## src/rtl/shift_sequencer_pkg.sv

```systemverilog
// rtl/shift_sequencer_pkg.sv - shared state encoding and shift unit function codes
package shift_sequencer_pkg;

    typedef enum logic [1:0] {
        ST_IDLE  = 2'd0,
        ST_ISSUE = 2'd1,
        ST_WAIT  = 2'd2,
        ST_DONE  = 2'd3
    } state_t;

    localparam logic [1:0] FUN_SHR_A = 2'b00;
    localparam logic [1:0] FUN_SHL_A = 2'b01;

    function automatic logic [1:0] fun_for_dir(input logic dir);
        return dir ? FUN_SHL_A : FUN_SHR_A;
    endfunction

endpackage

```

## src/rtl/shift_sequencer.sv

```systemverilog
// rtl/shift_sequencer.sv - multi-bit shifter built from repeated single-bit shift unit passes
module shift_sequencer
    import shift_sequencer_pkg::*;
#(
    parameter int WIDTH = 16,
    parameter int AW    = $clog2(WIDTH)
) (
    input  logic             CLK,
    input  logic             RST,
    input  logic             REQ_Valid,
    output logic             REQ_Ready,
    input  logic [WIDTH-1:0] REQ_Data,
    input  logic [AW-1:0]    REQ_Amount,
    input  logic             REQ_Dir,
    output logic [WIDTH-1:0] SU_A,
    output logic [WIDTH-1:0] SU_B,
    output logic [1:0]       SU_ALU_FUN,
    output logic             SU_Shift_Enable,
    input  logic [WIDTH-1:0] SU_SHIFT_OUT,
    input  logic             SU_SHIFT_Flag,
    output logic [WIDTH-1:0] RES_Data,
    output logic             RES_Valid,
    output logic             Busy
);

    state_t           r_state;
    state_t           w_state_next;
    logic [WIDTH-1:0] r_work;
    logic [WIDTH-1:0] w_work_next;
    logic [AW-1:0]    r_count;
    logic [AW-1:0]    w_count_next;
    logic             r_dir;
    logic             w_dir_next;
    logic [WIDTH-1:0] r_res_data;

    always_ff @(posedge CLK or negedge RST) begin
        if (!RST) begin
            r_state    <= ST_IDLE;
            r_work     <= '0;
            r_count    <= '0;
            r_dir      <= 1'b0;
            r_res_data <= '0;
        end else begin
            r_state <= w_state_next;
            r_work  <= w_work_next;
            r_count <= w_count_next;
            r_dir   <= w_dir_next;
            // Result register only changes on the way into DONE, so it holds between operations
            if (w_state_next == ST_DONE) begin
                r_res_data <= w_work_next;
            end
        end
    end

    always_comb begin
        w_state_next = r_state;
        w_work_next  = r_work;
        w_count_next = r_count;
        w_dir_next   = r_dir;
        case (r_state)
            ST_IDLE: begin
                if (REQ_Valid) begin
                    w_work_next  = REQ_Data;
                    w_count_next = REQ_Amount;
                    w_dir_next   = REQ_Dir;
                    w_state_next = (REQ_Amount == '0) ? ST_DONE : ST_ISSUE;
                end
            end
            ST_ISSUE: begin
                w_state_next = ST_WAIT;
            end
            ST_WAIT: begin
                // Without the unit's flag the FSM idles here untouched
                if (SU_SHIFT_Flag) begin
                    w_work_next  = SU_SHIFT_OUT;
                    w_count_next = r_count - AW'(1);
                    w_state_next = (r_count == AW'(1)) ? ST_DONE : ST_ISSUE;
                end
            end
            ST_DONE: begin
                w_state_next = ST_IDLE;
            end
            default: begin
                w_state_next = ST_IDLE;
            end
        endcase
    end

    always_comb begin
        REQ_Ready       = (r_state == ST_IDLE);
        Busy            = (r_state != ST_IDLE);
        SU_Shift_Enable = (r_state == ST_ISSUE);
        SU_ALU_FUN      = (r_state == ST_ISSUE) ? fun_for_dir(r_dir) : FUN_SHR_A;
        SU_A            = r_work;
        SU_B            = '0;
        RES_Valid       = (r_state == ST_DONE);
        RES_Data        = r_res_data;
    end

endmodule

```

## config.mk

```make
export PLATFORM = sky130hd
export DESIGN_NAME = shift_sequencer
export DESIGN_NICKNAME = d
export VERILOG_FILES = /design/src/rtl/shift_sequencer_pkg.sv /design/src/rtl/shift_sequencer.sv
export SDC_FILE = /design/constraint.sdc
export NUM_CORES = 1
export LEC_CHECK = 0
export ABC_AREA = 1
export BUFFER_PORTS_ARGS = -buffer_cell sky130_fd_sc_hd__buf_2
export CAP_MARGIN = 20
export CORE_MARGIN = 2
export CORE_UTILIZATION = 29
export CTS_CLUSTER_DIAMETER = 30
export DETAILED_ROUTE_END_ITERATION = 10
export GPL_TIMING_DRIVEN = 0
export PLACE_DENSITY_LB_ADDON = 0.1
export SYNTH_ARGS = -nofsm -noshare
export SYNTH_HDL_FRONTEND = slang
export SYNTH_SLANG_ARGS = --single-unit
```

## constraint.sdc

```tcl
create_clock -name CLK -period 1.75 [get_ports CLK]
set_input_delay 0.4375 -clock CLK [delete_from_list [all_inputs] [get_ports CLK]]
set_output_delay 0.4375 -clock CLK [all_outputs]
set_load 0.02 [all_outputs]
```

==> results of run 1 <==
==> power by group through the flow <==
stage | Clock (mW) | Sequential [mW] | Combinational [mW]
final | 0.602 | 1.53 | 2.53
after global routing | 0.665 | 1.58 | 2.84
after CTS | 0.623 | 1.53 | 2.58
after detailed placement | 0 | 1.54 | 2.57
after global placement | 0 | 1.54 | 2.54
after floorplan | 0 | 1.91 | 1.36
==> cells in the mapped netlist <==
| library cell | instances |
|---|---|
| a21oi_1 | 1 |
| buf_2 | 4 |
| buf_4 | 21 |
| buf_6 | 2 |
| clkbuf_1 | 1 |
| conb_1 | 1 |
| dfrtp_1 | 39 |
| ha_1 | 2 |
| inv_1 | 15 |
| inv_2 | 3 |
| nand2_1 | 100 |
| nand2_2 | 2 |
| nand2_4 | 3 |
| nand3_1 | 46 |
| nand3_4 | 1 |
| nor2_1 | 5 |
| nor2_8 | 2 |
| o211ai_1 | 2 |
| o21ai_0 | 12 |
| o22ai_1 | 1 |
| xnor2_1 | 1 |
==> state kept, by name, summed over array words and instances, names as in the netlist <==
signal,flops
SU_A,16
RES_Data,16
r_state,2
r_dir,1
r_count,4
==> critical path, delay by kind of cell, from the launching register on <==
kind                   cells  cell delay, ns
buffers and inverters      2            0.28
DFF                        1            0.47
and+or+nand+nor            2            0.18
==> metal layers <==
layer  up-vias  global-route usage, %  wire (um)
met5         -                      0          0
met4         0                  3.664         43
met3         5                  3.047        331
met2        61                  25.12       2769
met1       842                  20.09       2497
li1       1012                      -          -
==> cell type report <==
class / count / area (um2)
flip-flops and latches: 39 / 977.2
clock buffers: 5 / 68.82
inverters: 18 / 72.57
clock inverters: 3 / 15.01
multi-input cells: 195 / 914.6
repair buffers: 77 / 385.4
fillers: 783 / 4375
well taps: 99 / 123.9
plain buffers: 28 / 203.9
==> logic make-up after synthesis <==
| kind of cell | count (synthesis) | share of synthesized area (%) |
|---|---|---|
| compound gates | 16 | 4.112 |
| fa+ha+maj | 2 | 1.192 |
| simple gates | 159 | 34.68 |
| xor+xnor | 1 | 0.4172 |
| flops | 39 | 46.48 |
| other cells | 1 | 0.1786 |
| buf+inv | 46 | 12.93 |
==> placed cells by master, fill, tap and decap left out <==
cell type / count
nand2_1: 99
buf_2: 81
nand3_1: 46
dfrtp_1: 38
buf_4: 21
conb_1: 17
inv_1: 15
o21ai_0: 12
nor2_1: 5
clkbuf_8: 5
nand2_2: 3
nand2_4: 3
clkinv_2: 3
buf_6: 2
nor2_8: 2
inv_4: 2
o211ai_1: 2
ha_1: 2
inv_2: 1
clkbuf_1: 1
nand3_4: 1
xnor2_1: 1
a21oi_1: 1
o22ai_1: 1
dfrtp_2: 1
==> path summary, 6_finish.rpt <==
| kind | from | endpoint | slack (ns) | cells after the start |
|---|---|---|---|---|
| hold reg to reg | RES_Data[2] | RES_Data[2] | 0.47 | 2 |
| max in group asynchronous | RST | r_state[1] | 0.86 | 1 |
| setup reg to reg | r_state[0] | RES_Data[0] | 0.16 | 10 |
| min in group CLK | REQ_Dir | r_dir | 0.38 | 3 |
| hold / removal | RST | RES_Data[9] | 0.28 | 1 |
| setup / recovery | r_state[1] | SU_ALU_FUN[0] | 0.10 | 4 |
==> metrics.md, run 1 <==
| Metric | Value |
|---|---|
| Netlist cell types | 21 |
| Post-Place Cells | 456 |
| Inserted Clock Buffers | 5 |
| Post-DP HPWL | 4161 um |
| Hold WS | 0.2769 ns |
| Setup violators final | 0 |
| Critical Path End Type | output port |
| Core area | 7137 um2 |
| Worst Hold Class | in -> async |
| Internal power | 2.418 mW |
| Final Skew | 0.005334 ns |
| Worst-path maximum fanout | 3 |
| Reg clk slew, reported paths | around 0.080 ns |
| DRC violations left | 0 |
| Fin worst setup slack | roughly 0.1 ns |
| Lkg Pwr | 1.655 nW |
| DRT Wirelength | ~5600 um |
| DP Worst Slack | -0.02341 ns |
| # resized after CTS | 2 |
| Peak VDD IR | 494.3 uV |
| Worst path max stage delay | 0.47 ns |
| Num ports | 95 |
| Vias per inst | 4.138 |
| Max_slew headroom | 39.63% |
| # Post-CTS Setup Buffers | 0 |
| Starting Density | 29.42% |
| Share of cells above drive strength 1 | 34.25% |
| Synthesized flop and latch total | 39 |
| Antenna Nets Post-Route | 0 |
| Rows | 31 |
| RSZ-0062 raised after global routing | no |
| Largest net degree at the start of global routing | 40 |
| Die X | just under 90 um |
| YS warnings | 0 |
| First-pass iteration count of the detailed router | 4 |
| Highest Clock Rate | around 610 MHz |
| Average size of a mapped cell | 7.953 um2 |
| Initial antenna violation count | 0 |
| Finished Layout Cells | 464 |
| WP data required | 1.31 ns |
| Slew Limit Fails | 0 |
| Final Hold Vio Count | 0 |
| CTS hold repair buffers | 0 |
| CTS tree | built |
| DIE AREA | 7936 um2 |
| Tot Pwr | 4.661 mW |
| Post-synth top area share | 46.48% |
| Grt ovf | 0 |
| Min cycle time layout | 1.648 ns |
| Vias | 1920 |
| Vias in the first global route | 1786 |
| Slew of the pin with the lowest slew margin | 0.9055 ns |
| Psw | between 2 and 2.5 mW |
| Clock share of power | 12.9% |
| Status | completed |
| Sequential share of power | 32.8% |
| Slowest-stage cell, CP | dfrtp_2 |
| Critical path cell sequence | inv_4 > nand2_2 > nor2_1 > buf_2 |
| CP Launch Type | register |
| Pwr Density | about 1700 nW/um2 |
| Setup total negative slack | 0 ns |
| NumNets Final | 407 |
| Sink Count | 39 |
| Max_cap viols | 0 |
| Antenna diodes | 0 |
| Critical path data arrival time | 1.21 ns |
| Comb power frac | 54.2% |
| Port Buf Inserts | 77 |
| H-tree depth | 2 |
| Synth area leaders | dfrtp_1, nand2_1, nand3_1 |
| Clk root buf | clkbuf_8 |
| Sequential fraction of the synthesis area | 46.48% |
| Final critical-path share of the clock period | 94.17% |
| Final GP Congestion | 0.7437 |
| Post-Route Utilization | 38.69% |
| Final Cell Area | 2761 um2 |
| Overall die height | 89.09 um |
| Mapped Area | 2100 um2 |
| Per-cell routed wire length | 12.16 um |
| Initial DRC count | 60 |
| Leading area contributor after synthesis | dfrtp_1 |
| Sw Share | 48.12% |
| Clock latency on the worst-skew pair | 0.29 ns |
| CP Class | reg -> out |
| Layout area overhead | 31.53% |
| Max clock buf depth | 2 |
| Global-route wire length before repair | 9004 um |
| Mapped Cells | approximately 260 |
| GRT Util Overall | 15.05% |
| Placed cell area | between 2000 and 3000 um2 |
(Power assumes the default switching activity.)
==> inputs of run 2 (changes only) <==
--- a/config.mk
+++ b/config.mk
@@ -8,3 +8,2 @@
 export ABC_AREA = 1
-export BUFFER_PORTS_ARGS = -buffer_cell sky130_fd_sc_hd__buf_2
 export CAP_MARGIN = 20
@@ -14,2 +13,3 @@
 export DETAILED_ROUTE_END_ITERATION = 10
+export DONT_BUFFER_PORTS = 1
 export GPL_TIMING_DRIVEN = 0
==> constraint.sdc (replaced) <==
create_clock -name CLK -period 1.75 [get_ports CLK]
set_input_delay 0.35 -clock CLK [delete_from_list [all_inputs] [get_ports CLK]]
set_output_delay 0.35 -clock CLK [all_outputs]
set_load 0.02 [all_outputs]
==> run 2 against run 1 <==
Net effect:
- critical path depth down 1
- clock skew is 0.0012 ns lower
- sequential share of layout area grew 4.7 points
- global-route usage is 0.63 points lower
- fmax up 0.98%
- die area did not move
- via count down 13%
- largest cell class unchanged
==> metrics.md, run 2 (same netlist as run 1, synthesis figures left out) <==
| Metric | Value |
|---|---|
| NumNets Final | 334 (was 407) |
| Initial antenna violation count | 0 (unchanged) |
| Highest Clock Rate | 612.8 MHz (was 606.8 MHz) |
| Clock latency on the worst-skew pair | 0.28 ns (was 0.29 ns) |
| Share of cells above drive strength 1 | 16.78% (was 34.25%) |
| Clk root buf | clkbuf_8 (unchanged) |
| Setup violators final | 0 (unchanged) |
| CP Class | reg -> out (unchanged) |
| WP data required | 1.40 ns (was 1.31 ns) |
| Worst hold start | REQ_Dir |
| Hold WS | 0.1906 ns (was 0.2769 ns) |
| Worst path max stage delay | 0.46 ns (was 0.47 ns) |
| RSZ-0062 raised after global routing | no (unchanged) |
| Met3 wire len | 401 um (was 331 um) |
| Slew Limit Fails | 0 (unchanged) |
| Critical path cell sequence | inv_2 > nand2_1 > nor2_2 (was inv_4 > nand2_2 > nor2_1 > buf_2) |
| M1 WL | 2564 um (was 2497 um) |
| Final Hold Vio Count | 0 (unchanged) |
| Num ports | 95 (unchanged) |
| GRT Util Overall | 14.41% (was 15.05%) |
| Fillcell total | 791 (was 783) |
| Pwr Density | 1824 nW/um2 (was 1688 nW/um2) |
| Largest net degree at the start of global routing | 40 (unchanged) |
| Max clock buf depth | 2 (unchanged) |
| Layout area overhead | 15.91% (was 31.53%) |
| Die X | 89.09 um (unchanged) |
| DRC violations left | 0 (unchanged) |
| DRT Wirelength | 5601 um (was 5642 um) |
| Antenna Nets Post-Route | 0 (unchanged) |
| Critical R2R Launch | r_state[0] (unchanged) |
| Critical Path End Type | output port (unchanged) |
| Reg clk slew, reported paths | 0.07 ns (was 0.08 ns) |
| Multi-input combinational cell area | 914.6 um2 (unchanged) |
| Worst setup startpoint | r_state[1] (unchanged) |
| Worst-path maximum fanout | 3 (unchanged) |
| Sink Count | 39 (unchanged) |
| Lkg Pwr | 1.351 nW (was 1.655 nW) |
| Core area | 7137 um2 (unchanged) |
| Overall die height | 89.09 um (unchanged) |
| DIE AREA | 7936 um2 (unchanged) |
| Antenna diodes | 0 (unchanged) |
| Inserted Clock Buffers | 5 (unchanged) |
| Critical path data arrival time | 1.28 ns (was 1.21 ns) |
| CP Launch Type | register (unchanged) |
| Initial DRC count | 96 (was 60) |
| Grt ovf | 0 (unchanged) |
| Slowest-stage cell, CP | dfrtp_1 (was dfrtp_2) |
| Worst Hold Class | in -> reg (was in -> async) |
| Metal2 WL | 2607 um (was 2769 um) |
| Vias | 1663 (was 1920) |
| Final GP Congestion | 0.7631 (was 0.7437) |
| Final critical-path share of the clock period | 93.25% (was 94.17%) |
| Register Area | 975.9 um2 (was 977.2 um2) |
| Max Used Layer | met4 (unchanged) |
| Post-DP HPWL | 4072 um (was 4161 um) |
| Most common cell after layout, fill and taps aside | nand2_1 (unchanged) |
| Rows | 31 (unchanged) |
| First-pass iteration count of the detailed router | 4 (unchanged) |
| Global-route wire length before repair | 8542 um (was 9004 um) |
| Status | completed (unchanged) |
| Per-cell routed wire length | 14.32 um (was 12.16 um) |
| Peak VDD IR | 584.2 uV (was 494.3 uV) |
| Port Buf Inserts | 0 (was 77) |
| Min cycle time layout | 1.632 ns (was 1.648 ns) |
| Vias in the first global route | 1562 (was 1786) |
| Max_cap viols | 0 (unchanged) |
| Starting Density | 29.42% (unchanged) |
| Setup total negative slack | 0 ns (unchanged) |
| Final Skew | 0.004086 ns (was 0.005334 ns) |
| Vias per inst | 4.253 (was 4.138) |
| CTS tree | built (unchanged) |
| Most frequent cells in the layout | nand2_1, nand3_1, dfrtp_1 (was nand2_1, buf_2, nand3_1) |
| H-tree depth | 2 (unchanged) |
[run 2: cell count changes in the layout (fill, tap and decap cells not counted), sizes merged]
cell         before  now
clkbuf            6    9
buf             104   30
dlygate4sd3       0    1
clkinv            3    0
[run 2: path summary, 6_finish.rpt]
| check | to | slack, ns | depth (start not counted) |
|---|---|---|---|
| max in group asynchronous | RES_Data[14] | 1.01 | 2 |
| setup reg to reg | RES_Data[1] | 0.19 | 10 |
| hold reg to reg | r_dir | 0.56 | 2 |
| min in group asynchronous | SU_A[5] | 0.54 | 2 |
| setup / recovery | SU_ALU_FUN[0] | 0.12 | 3 |
| hold / removal | r_dir | 0.19 | 2 |
[run 2: what timing repair did]
action | CTS | global route
endpoints found under the setup margin | 0 | 14
endpoints found under the hold margin | 39 | 0
setup buffers | 0 | 2
hold buffers | 2 | 0
gates resized for setup | 0 | 2
[run 2: stage by stage]
stage               area, um2  util, %  setup slack (ns)  instances  total power, mW
floorplan                2160        -            0.2998        280            3.272
global placement         2283    32.00          0.008798        379            3.731
detailed placement       2283    32.00          0.002579        379            3.750
CTS                      2414    33.82          0.003001        389            4.458
global route             2434    34.10           0.02614        391            4.825
finish                   2434    34.10            0.1181        391            4.439
[run 2: cell type report]
| type | instances | area share, % |
|---|---|---|
| flip-flops and latches | 39 | 40.10 |
| multi-input cells | 195 | 37.58 |
| plain buffers | 28 | 8.380 |
| well taps | 99 | 5.090 |
| clock buffers | 8 | 4.113 |
| inverters | 18 | 2.879 |
| repair buffers | 4 | 1.851 |
[run 2: routing by layer]
metal,GRT usage (%),up-vias
met3,3.693,2
met5,0,-
met1,19.62,750
met4,3.256,0
met2,23.16,52
li1,-,859
[run 2: worst max-delay path, delay by kind of cell, from the launching register on]
kind                   cells  cell delay [ns]
buffers and inverters      1             0.15
flip-flops                 1             0.46
AND/OR/NAND/NOR            2             0.39
[run 2: where the power goes]
part	internal, mW	switching [mW]	total [mW]
logic	0.612	1.17	1.79
clock network	0.360	0.315	0.675
registers	1.29	0.684	1.98
total	2.27	2.17	4.44
